`config.mk`:
```
export PLATFORM = sky130hd
export DESIGN_NAME = tlb_mmu
export DESIGN_NICKNAME = d
export VERILOG_FILES = /design/src/rtl/tlb_mmu.sv
export SDC_FILE = /design/constraint.sdc
export NUM_CORES = 2
export LEC_CHECK = 0
export CAP_MARGIN = 10
export CELL_PAD_IN_SITES_DETAIL_PLACEMENT = 1
export CELL_PAD_IN_SITES_GLOBAL_PLACEMENT = 1
export CORE_MARGIN = 2
export CORE_UTILIZATION = 25
export CTS_CLUSTER_DIAMETER = 40
export DETAILED_ROUTE_END_ITERATION = 10
export PLACE_DENSITY = 0.45
export SKIP_CTS_REPAIR_TIMING = 1
export SLEW_MARGIN = 40
export SYNTH_ARGS = -nofsm -noshare
export SYNTH_HDL_FRONTEND = slang
export SYNTH_SLANG_ARGS = --single-unit
```
`constraint.sdc`:
```
create_clock -name clk -period 11.65 [get_ports clk]
set_clock_uncertainty 0.05 [all_clocks]
set_input_delay 1.7475 -clock clk [delete_from_list [all_inputs] [get_ports clk]]
set_output_delay 1.7475 -clock clk [all_outputs]
set_load 0.05 [all_outputs]
```
`src/rtl/tlb_mmu.sv`:
```
// tlb_mmu: 16-entry fully associative MIPS32 joint TLB (MMU side of CP0/MMU bus).
//
// Stores entries written by CP0 (TLBWI/TLBWR), answers TLBR reads and TLBP
// probes, and translates one fetch address and one data address per cycle.
// All results are registered one cycle after the request/command.
//
// Ports:
//   clk, resetn                 clock, synchronous active-low reset
//   CP0_*                       entry fields, current ASID and target index
//   tlbwi/tlbwr/tlbr/tlbp       single-cycle command pulses
//   Rd_*, Rd_valid              TLBR result (Rd_g feeds both CP0 g0 and g1)
//   Probe_Index/Miss/valid      TLBP result
//   I_req/I_vaddr -> I_*        fetch translation
//   D_req/D_vaddr/D_store -> D_* data translation
//
// Build option: TLB_RANDOM_EN -- when defined, TLBWR writes the entry selected
// by a free-running Random counter (reset 15, decrements every cycle);
// otherwise TLBWR writes at CP0_Index like TLBWI.

module tlb_mmu #(
    parameter int ENTRIES = 16
) (
    input  logic                        clk,
    input  logic                        resetn,
    input  logic [18:0]                 CP0_vpn2,
    input  logic [7:0]                  CP0_asid,
    input  logic [19:0]                 CP0_pfn0,
    input  logic [2:0]                  CP0_c0,
    input  logic                        CP0_d0,
    input  logic                        CP0_v0,
    input  logic                        CP0_g0,
    input  logic [19:0]                 CP0_pfn1,
    input  logic [2:0]                  CP0_c1,
    input  logic                        CP0_d1,
    input  logic                        CP0_v1,
    input  logic                        CP0_g1,
    input  logic [$clog2(ENTRIES)-1:0]  CP0_Index,
    input  logic                        tlbwi,
    input  logic                        tlbwr,
    input  logic                        tlbr,
    input  logic                        tlbp,
    output logic [18:0]                 Rd_vpn2,
    output logic [7:0]                  Rd_asid,
    output logic [19:0]                 Rd_pfn0,
    output logic [2:0]                  Rd_c0,
    output logic                        Rd_d0,
    output logic                        Rd_v0,
    output logic [19:0]                 Rd_pfn1,
    output logic [2:0]                  Rd_c1,
    output logic                        Rd_d1,
    output logic                        Rd_v1,
    output logic                        Rd_g,
    output logic                        Rd_valid,
    output logic [$clog2(ENTRIES)-1:0]  Probe_Index,
    output logic                        Probe_Miss,
    output logic                        Probe_valid,
    input  logic                        I_req,
    input  logic [31:0]                 I_vaddr,
    output logic [31:0]                 I_paddr,
    output logic                        I_uncached,
    output logic                        I_Refill,
    output logic                        I_Invalid,
    output logic                        I_valid,
    input  logic                        D_req,
    input  logic [31:0]                 D_vaddr,
    input  logic                        D_store,
    output logic [31:0]                 D_paddr,
    output logic                        D_uncached,
    output logic                        D_Refill,
    output logic                        D_Invalid,
    output logic                        D_Modified,
    output logic                        D_valid
);

    localparam int IW = $clog2(ENTRIES);

    typedef struct packed {
        logic [18:0] vpn2;
        logic [7:0]  asid;
        logic        g;
        logic [19:0] pfn0;
        logic [2:0]  c0;
        logic        d0;
        logic        v0;
        logic [19:0] pfn1;
        logic [2:0]  c1;
        logic        d1;
        logic        v1;
    } entry_t;

    typedef struct packed {
        logic [31:0] paddr;
        logic        uncached;
        logic        refill;
        logic        invalid;
        logic        modified;
    } xlat_t;

    entry_t tlb_q [ENTRIES];

    // Returns {found, index}; scanning downwards leaves the lowest hit.
    function automatic logic [IW:0] first_hit(input logic [ENTRIES-1:0] hit);
        first_hit = '0;
        for (int i = ENTRIES - 1; i >= 0; i--) begin
            if (hit[i]) first_hit = {1'b1, IW'(i)};
        end
    endfunction

    function automatic xlat_t translate(input logic [31:0] va, input logic store,
                                        input logic found, input entry_t e);
        logic [19:0] pfn;
        logic [2:0]  c;
        logic        d;
        logic        v;
        pfn = va[12] ? e.pfn1 : e.pfn0;
        c   = va[12] ? e.c1   : e.c0;
        d   = va[12] ? e.d1   : e.d0;
        v   = va[12] ? e.v1   : e.v0;
        translate = '0;
        if (va[31:30] == 2'b10) begin
            // kseg0/kseg1: unmapped, bit 29 distinguishes uncached kseg1
            translate.paddr    = {3'b000, va[28:0]};
            translate.uncached = va[29];
        end else if (!found) begin
            translate.refill = 1'b1;
        end else if (!v) begin
            translate.invalid = 1'b1;
        end else if (store && !d) begin
            translate.modified = 1'b1;
        end else begin
            translate.paddr    = {pfn, va[11:0]};
            translate.uncached = (c == 3'd2);
        end
    endfunction

    logic [ENTRIES-1:0] i_hit, d_hit, p_hit;
    logic [IW:0]        i_sel, d_sel, p_sel;
    entry_t             i_ent, d_ent, rd_ent, new_ent;
    xlat_t              i_xlat, d_xlat;
    logic               do_wr, do_rd, do_pr;
    logic [IW-1:0]      wr_idx;

    always_comb begin
        i_hit = '0;
        d_hit = '0;
        p_hit = '0;
        for (int i = 0; i < ENTRIES; i++) begin
            i_hit[i] = (tlb_q[i].vpn2 == I_vaddr[31:13]) &&
                       (tlb_q[i].g || tlb_q[i].asid == CP0_asid);
            d_hit[i] = (tlb_q[i].vpn2 == D_vaddr[31:13]) &&
                       (tlb_q[i].g || tlb_q[i].asid == CP0_asid);
            p_hit[i] = (tlb_q[i].vpn2 == CP0_vpn2) &&
                       (tlb_q[i].g || tlb_q[i].asid == CP0_asid);
        end
    end

    assign i_sel  = first_hit(i_hit);
    assign d_sel  = first_hit(d_hit);
    assign p_sel  = first_hit(p_hit);
    assign i_ent  = tlb_q[i_sel[IW-1:0]];
    assign d_ent  = tlb_q[d_sel[IW-1:0]];
    assign rd_ent = tlb_q[CP0_Index];
    assign i_xlat = translate(I_vaddr, 1'b0, i_sel[IW], i_ent);
    assign d_xlat = translate(D_vaddr, D_store, d_sel[IW], d_ent);

    // Overlapping pulses are illegal; lower-priority ones are simply dropped.
    assign do_wr = tlbwi | tlbwr;
    assign do_rd = tlbr & ~do_wr;
    assign do_pr = tlbp & ~do_wr & ~tlbr;

    assign new_ent = '{vpn2: CP0_vpn2, asid: CP0_asid, g: CP0_g0 & CP0_g1,
                       pfn0: CP0_pfn0, c0: CP0_c0, d0: CP0_d0, v0: CP0_v0,
                       pfn1: CP0_pfn1, c1: CP0_c1, d1: CP0_d1, v1: CP0_v1};

`ifdef TLB_RANDOM_EN
    logic [IW-1:0] random_q;

    always_ff @(posedge clk) begin
        if (!resetn) random_q <= '1;
        else         random_q <= random_q - IW'(1);
    end

    assign wr_idx = tlbwi ? CP0_Index : random_q;
`else
    assign wr_idx = CP0_Index;
`endif

    always_ff @(posedge clk) begin
        if (!resetn) begin
            for (int i = 0; i < ENTRIES; i++) tlb_q[i] <= '0;
            {Rd_vpn2, Rd_asid, Rd_g}             <= '0;
            {Rd_pfn0, Rd_c0, Rd_d0, Rd_v0}       <= '0;
            {Rd_pfn1, Rd_c1, Rd_d1, Rd_v1}       <= '0;
            Rd_valid    <= 1'b0;
            Probe_Index <= '0;
            Probe_Miss  <= 1'b0;
            Probe_valid <= 1'b0;
            I_paddr     <= '0;
            I_uncached  <= 1'b0;
            I_Refill    <= 1'b0;
            I_Invalid   <= 1'b0;
            I_valid     <= 1'b0;
            D_paddr     <= '0;
            D_uncached  <= 1'b0;
            D_Refill    <= 1'b0;
            D_Invalid   <= 1'b0;
            D_Modified  <= 1'b0;
            D_valid     <= 1'b0;
        end else begin
            if (do_wr) tlb_q[wr_idx] <= new_ent;

            I_valid <= I_req;
            if (I_req) begin
                I_paddr    <= i_xlat.paddr;
                I_uncached <= i_xlat.uncached;
                I_Refill   <= i_xlat.refill;
                I_Invalid  <= i_xlat.invalid;
            end

            D_valid <= D_req;
            if (D_req) begin
                D_paddr    <= d_xlat.paddr;
                D_uncached <= d_xlat.uncached;
                D_Refill   <= d_xlat.refill;
                D_Invalid  <= d_xlat.invalid;
                D_Modified <= d_xlat.modified;
            end

            Rd_valid <= do_rd;
            if (do_rd) begin
                Rd_vpn2 <= rd_ent.vpn2;
                Rd_asid <= rd_ent.asid;
                Rd_g    <= rd_ent.g;
                Rd_pfn0 <= rd_ent.pfn0;
                Rd_c0   <= rd_ent.c0;
                Rd_d0   <= rd_ent.d0;
                Rd_v0   <= rd_ent.v0;
                Rd_pfn1 <= rd_ent.pfn1;
                Rd_c1   <= rd_ent.c1;
                Rd_d1   <= rd_ent.d1;
                Rd_v1   <= rd_ent.v1;
            end

            Probe_valid <= do_pr;
            if (do_pr) begin
                Probe_Index <= p_sel[IW-1:0];
                Probe_Miss  <= ~p_sel[IW];
            end
        end
    end

endmodule

```
== After elaboration in Yosys (flattened, before gate mapping) ==
Memories as Yosys holds them, arrays and structs flattened. A register that Yosys moved wholly into a read port is not among the register bits.
Cells that the tools add are included.
Storage, ports and cells
  register bits: 80
  RAM bits: 1248
  input port bits: 156
  output and inout port bits: 158
  word-level logic and storage cells: 239
  memories: 1
Memory list
  tlb_q: words 16, width 78, read ports 19, clocked after Yosys merged registers in 1, wr ports 16, RTL line 99  | entry_t tlb_q [ENTRIES];
Operators by class
  equality and inequality tests: 68
  multiplexer cells: 79
  bitwise gates (word level): 8
  reductions and logical operators: 68
Operators by type and width (count)
  $eq 19x19->1: 48
  $mux 5: 48
  $mux 33: 7
  $eq 8x8->1: 16
  $mux 78: 1
  $reduce_or 78->1: 1
  $logic_and 1x1->1: 49
  $mux 20: 2
  $logic_or 1x1->1: 16
  $mux 1: 15
  $mux 3: 3
  $eq 3x2->1 const B: 2
  $and 1x1->1: 4
  $eq 2x2->1 const B: 2
  $mux 2: 2
  $mux 4: 1
  $not 1->1: 3
  $logic_not 1->1: 2
  $or 1x1->1: 1

== Depth between registers and ports, before layout ==
An unclocked memory read counts as a cell.
  depth after elaboration: 28
  mapped depth: 21

== Worst setup path after synthesis ==
Ideal clock, no wire load.
  path kind: input to register
  start: input port CP0_Index[1]
  end: memory tlb_q[7][0] (netlist bit) (enable)
  library setup time: 0.622 ns
  data arrival time: 8.294 ns
  slack: 2.684 ns
  cell stages on the path: 5
  path buffers: 3
  cells stage by stage: clkbuf_1 -> buf_1 -> clkbuf_1 -> nand3_1 -> o21ai_0
RTL lines
  start: declaration: RTL line 37  | input logic [$clog2(ENTRIES)-1:0] CP0_Index,
  end: declaration: RTL line 99

== Worst setup path in the final report ==
  start: input port CP0_asid[6]
  end: register I_paddr[12]
On the way
  word-level cells in the longest chain between the ends: 24
RTL lines
  start: declaration: RTL line 26  | input logic [7:0] CP0_asid,
  $eq 8x8->1: RTL line 149  | (tlb_q[i].g || tlb_q[i].asid == CP0_asid);
  $logic_or 1x1->1: RTL line 149
  $logic_and 1x1->1: RTL line 148  | i_hit[i] = (tlb_q[i].vpn2 == I_vaddr[31:13]) &&
  $mux 5 (15 in series): RTL line 105  | if (hit[i]) first_hit = {1'b1, IW'(i)};
  $mux 5 (*): RTL line 105
  $mem_v2 16x78
  $mux 20 / $mux 1 (equally long branches): RTL line 115, 118
  $mux 33: RTL line 126  | end else if (!v) begin
  $mux 33 (*): RTL line 124  | end else if (!found) begin
  $mux 33 (*): RTL line 120  | if (va[31:30] == 2'b10) begin
  end signal: assignment: RTL line 214  | I_paddr <= i_xlat.paddr;
  end: declaration: RTL line 59  | output logic [31:0] I_paddr,
Mark *: on every way between the ends. The rest lies on a longest branch, timed or not.
A chain may end at the register's enable or synchronous reset.

==> flow_results.xml <==
<?xml version="1.0" encoding="UTF-8"?>
<metrics>
  <group name="timing">
    <metric name="fin_ws" unit="ns">3.64</metric>
    <metric name="period_minus_slack" unit="ns">8.01</metric>
    <metric name="timing.fmax" unit="GHz">0.125</metric>
    <metric name="setup_tns" unit="ns">0</metric>
    <metric name="maxSlewViolCount" unit="">0</metric>
    <metric name="rsz0062_at_grt" unit="">no</metric>
    <metric name="tightestPinTransition" unit="ns">0.959</metric>
    <metric name="final_period_utilization" unit="">0.688</metric>
    <metric name="timing.final.hold_violations" unit="">0</metric>
    <metric name="setup_viol" unit="">0</metric>
    <metric name="timing.slew.headroom" unit="">0.360</metric>
  </group>
  <group name="die">
    <metric name="initial_core_util" unit="">0.251</metric>
    <metric name="coreArea" unit="µm²">349000</metric>
    <metric name="die-area" unit="µm²">355000</metric>
    <metric name="die_width" unit="µm">596</metric>
    <metric name="fp-row-count" unit="">217</metric>
    <metric name="ios" unit="">314</metric>
    <metric name="die_y" unit="µm">596</metric>
  </group>
  <group name="grt">
    <metric name="grt_antenna_before_repair" unit="">60</metric>
    <metric name="grt_max_degree" unit="">117</metric>
    <metric name="first_pass_grt_wire_length" unit="µm">661000</metric>
    <metric name="global_route.usage.total" unit="">0.268</metric>
    <metric name="grt_pass1_vias" unit="">72366</metric>
    <metric name="grt_total_ovfl" unit="">0</metric>
  </group>
  <group name="critical_path">
    <metric name="worst-r2r-cell-count" unit="">15</metric>
    <metric name="arrival" unit="ns">8.83</metric>
    <metric name="setup.worst_path.class" unit="">in -&gt; reg</metric>
    <metric name="cp_data_required_time" unit="ns">12.47</metric>
    <metric name="reg2reg_slack" unit="ns">4.94</metric>
    <metric name="timing.critical_path.fanout_max" unit="">65</metric>
    <metric name="worstSetupEndpointType" unit="">flip-flop</metric>
    <metric name="worstReg2RegEnd" unit="">I_paddr[12]</metric>
    <metric name="setup.worst_path.start_class" unit="">input pin</metric>
    <metric name="worst_r2r_startpoint" unit="">tlb_q[5][57]</metric>
  </group>
  <group name="final_layout">
    <metric name="finish.instance_area" unit="µm²">108000</metric>
    <metric name="drive_gt1_frac" unit="">0.174</metric>
    <metric name="final_nets" unit="">7913</metric>
    <metric name="fillers" unit="">37583</metric>
    <metric name="postLayoutCoreUtil" unit="">0.309</metric>
    <metric name="most_frequent_standard_cell_in_the_layout_excluding_fill_and_tap_cells" unit="">sky130_fd_sc_hd__edfxtp_1</metric>
    <metric name="syn_to_final_growth" unit="%">23.0</metric>
    <metric name="highest_count_cells_in_the_layout_ignoring_fill_and_taps" unit="">1248 x sky130_fd_sc_hd__edfxtp_1, 952 x sky130_fd_sc_hd__and3_1, 604 x sky130_fd_sc_hd__nand2_1, 568 x sky130_fd_sc_hd__xor2_1, 472 x sky130_fd_sc_hd__xnor2_1</metric>
  </group>
  <group name="placement">
    <metric name="post-dp-hpwl" unit="µm">316000</metric>
    <metric name="numPortBuffers" unit="">313</metric>
    <metric name="gpl.final_weighted_congestion" unit="">0.927</metric>
    <metric name="placed_cell_area" unit="µm²">95900</metric>
    <metric name="dpl_worst_slack" unit="ns">2.92</metric>
  </group>
  <group name="cts">
    <metric name="clkLatencyLatePin" unit="ns">0.96</metric>
    <metric name="clockRootBuffer" unit="">sky130_fd_sc_hd__clkbuf_16</metric>
    <metric name="tritoncts.num_buffers" unit="">340</metric>
    <metric name="clock_slew_at_the_register_clock_pins_of_the_worst_setup_and_hold_paths" unit="ns">0.05</metric>
    <metric name="cts_htree_levels" unit="">5</metric>
    <metric name="ctsLongestPathBuffers" unit="">4</metric>
    <metric name="clkSinkCount" unit="">1406</metric>
    <metric name="tritoncts" unit="">done</metric>
  </group>
  <group name="logic_synthesis">
    <metric name="synth_flop_cell" unit="">sky130_fd_sc_hd__edfxtp_1</metric>
    <metric name="synth.top_cells.by_area" unit="">sky130_fd_sc_hd__edfxtp_1 43%, sky130_fd_sc_hd__mux4_2 11%, sky130_fd_sc_hd__and3_1 6.8%</metric>
    <metric name="synth_top_cell_area_share" unit="">0.428</metric>
    <metric name="yosys.area_share.adder" unit="">0</metric>
    <metric name="synth-compound-area-share" unit="">0.0592</metric>
    <metric name="synth_largest_area_cell" unit="">sky130_fd_sc_hd__edfxtp_1</metric>
    <metric name="synth_xor_xnor_area_share" unit="">0.104</metric>
    <metric name="synth_seq_area_share" unit="">0.464</metric>
    <metric name="ys_async_sr_fraction" unit="">0</metric>
    <metric name="post_synth_inst_count" unit="">7675</metric>
    <metric name="yosysUniqueCellTypes" unit="">88</metric>
    <metric name="main_combinational_cell_family_by_area_after_synthesis" unit="">simple AND/OR/NAND/NOR gates</metric>
    <metric name="yosysWarnings" unit="">0</metric>
    <metric name="synth.ff_latch_count" unit="">1406</metric>
    <metric name="postSynthAreaPerCell" unit="µm²">11.4</metric>
    <metric name="syn_nets" unit="">7831</metric>
    <metric name="synth_edf_count" unit="">1248</metric>
    <metric name="post_synth_mux_area_share" unit="">0.163</metric>
    <metric name="synthesis.area" unit="µm²">87700</metric>
    <metric name="synthSimpleGateAreaFrac" unit="">0.170</metric>
  </group>
  <group name="route">
    <metric name="wl_met3" unit="µm">40800</metric>
    <metric name="drtIter0Drc" unit="">8831</metric>
    <metric name="route.antenna.remaining_nets" unit="">0</metric>
    <metric name="drc_errors" unit="">0</metric>
    <metric name="vias" unit="">72351</metric>
    <metric name="drt-wirelength-per-cell" unit="µm">38.8</metric>
    <metric name="wl" unit="µm">491000</metric>
    <metric name="met1_wl" unit="µm">208000</metric>
    <metric name="topRoutingLayerUsed" unit="">met5</metric>
    <metric name="wl_met2" unit="µm">219000</metric>
    <metric name="drt_pass1_iterations" unit="">6</metric>
    <metric name="post_drt_via_cell_ratio" unit="">5.72</metric>
  </group>
  <group name="hold_path">
    <metric name="timing.hold.worst.class" unit="">reg -&gt; reg</metric>
    <metric name="holdCritStartpoint" unit="">Probe_Index[1]</metric>
    <metric name="whs_path_depth" unit="">2</metric>
    <metric name="hold_path_end" unit="">Probe_Index[1]</metric>
  </group>
  <group name="power_and_ir_drop">
    <metric name="fin_total_pwr" unit="mW">18.2</metric>
    <metric name="power_dens_cells" unit="nW/µm²">169</metric>
    <metric name="vdd.ir_drop.worst" unit="mV">0.107</metric>
    <metric name="power.static_leakage" unit="nW">38.8</metric>
  </group>
  <group name="run_status">
    <metric name="outcome" unit="">finished clean</metric>
  </group>
  <group name="job">
    <metric name="max_cap_viol_count" unit="">0</metric>
  </group>
</metrics>
## layer usage
metal / vias to the layer above / global-route usage
li1: 29088 / -
met1: 38524 / 0.359
met2: 3720 / 0.417
met3: 979 / 0.0572
met4: 40 / 0.112
met5: - / 0
## synthesized netlist by cell type (all sizes together) (13+ instances only)
cell type	n
a211oi	29
a21oi	235
a221o	16
a221oi	32
a222oi	16
a22oi	53
a311oi	20
a31oi	28
a32oi	16
and2	327
and3	953
buf	240
clkbuf	587
dfxtp	158
edfxtp	1248
mux2	33
mux2i	467
mux4	410
nand2	618
nand3	169
nand4	155
nor2	204
nor2b	16
nor3	61
nor3b	24
nor4	153
o2111ai	22
o211ai	14
o21ai	105
o221ai	32
o22ai	27
o311ai	20
o31ai	20
or3	13
xnor2	472
xor2	568
## power breakdown
group          internal (mW)  switching (mW)
Sequential              5.81           0.387
Combinational          0.736            1.37
Clock                   6.54            3.34
Total                   13.1            5.10
## cell families (layout without fill, tap and decap cells)
group / after synthesis / after routing
XOR/XNOR: 1040 / 1040
AO/OA/AOI/OAI: 748 / 748
multiplexers: 910 / 910
flip-flops: 1406 / 1406
other: 0 / 19
AND/OR/NAND/NOR: 2733 / 2733
buffers and inverters: 838 / 1202
## sequential cells by signal (all words and copies together) (netlist names), 3 cells and up
| register | flops |
|---|---|
| D_paddr | 32 |
| I_paddr | 32 |
| Probe_Index | 4 |
| Rd_asid | 8 |
| Rd_c0 | 3 |
| Rd_c1 | 3 |
| Rd_pfn0 | 20 |
| Rd_pfn1 | 20 |
| Rd_vpn2 | 19 |
| tlb_q | 1248 |
## critical path: stages
cell	delay [ns]
sky130_fd_sc_hd__clkdlybuf4s50_1	0.47
sky130_fd_sc_hd__buf_4	0.42
sky130_fd_sc_hd__xor2_1	0.13
sky130_fd_sc_hd__nor4_1	0.38
sky130_fd_sc_hd__a41o_1	0.63
sky130_fd_sc_hd__nand3_1	0.69
sky130_fd_sc_hd__nand2b_1	0.26
sky130_fd_sc_hd__o2111ai_1	0.31
sky130_fd_sc_hd__o21ai_4	0.68
sky130_fd_sc_hd__buf_12	0.46
sky130_fd_sc_hd__buf_16	0.40
sky130_fd_sc_hd__mux2i_1	0.33
sky130_fd_sc_hd__a32oi_1	0.55
sky130_fd_sc_hd__a211oi_1	0.15
sky130_fd_sc_hd__o31ai_1	0.52
sky130_fd_sc_hd__o21ai_0	0.25
sky130_fd_sc_hd__a211oi_1	0.24
## stage by stage
stage	instances	hold slack, ns
2_1_floorplan	7675	0.619
3_3_place_gp	11983	0.396
3_5_place_dp	12007	0.397
4_1_cts	12631	0.403
5_1_grt	12640	0.426
6_report	12657	0.401
## area by class of cell
| cell class | instances | area (µm²) | share of cell area |
|---|---|---|---|
| timing repair buffer | 567 | 5640 | 0.0523 |
| antenna | 19 | 47.5 | 0.000441 |
| clock buffer | 405 | 9020 | 0.0837 |
| sequential | 1406 | 40600 | 0.377 |
| inverter | 11 | 46.3 | 0.000429 |
| tap | 4599 | 5750 | 0.0534 |
| multi-input combinational | 5431 | 44000 | 0.408 |
| clock inverter | 219 | 2650 | 0.0246 |
## how the worst max path moves through the flow
| stage | cells past startpoint | from | to |
|---|---|---|---|
| floorplan | 5 | CP0_Index[1] | tlb_q[7][0] |
| global placement | 15 | CP0_asid[7] | I_paddr[21] |
| detailed placement | 17 | CP0_asid[6] | I_paddr[21] |
| CTS | 17 | CP0_asid[6] | I_paddr[21] |
| global route | 18 | CP0_asid[6] | I_paddr[26] |
| finish | 17 | CP0_asid[6] | I_paddr[12] |
(Power assumes the default switching activity.)
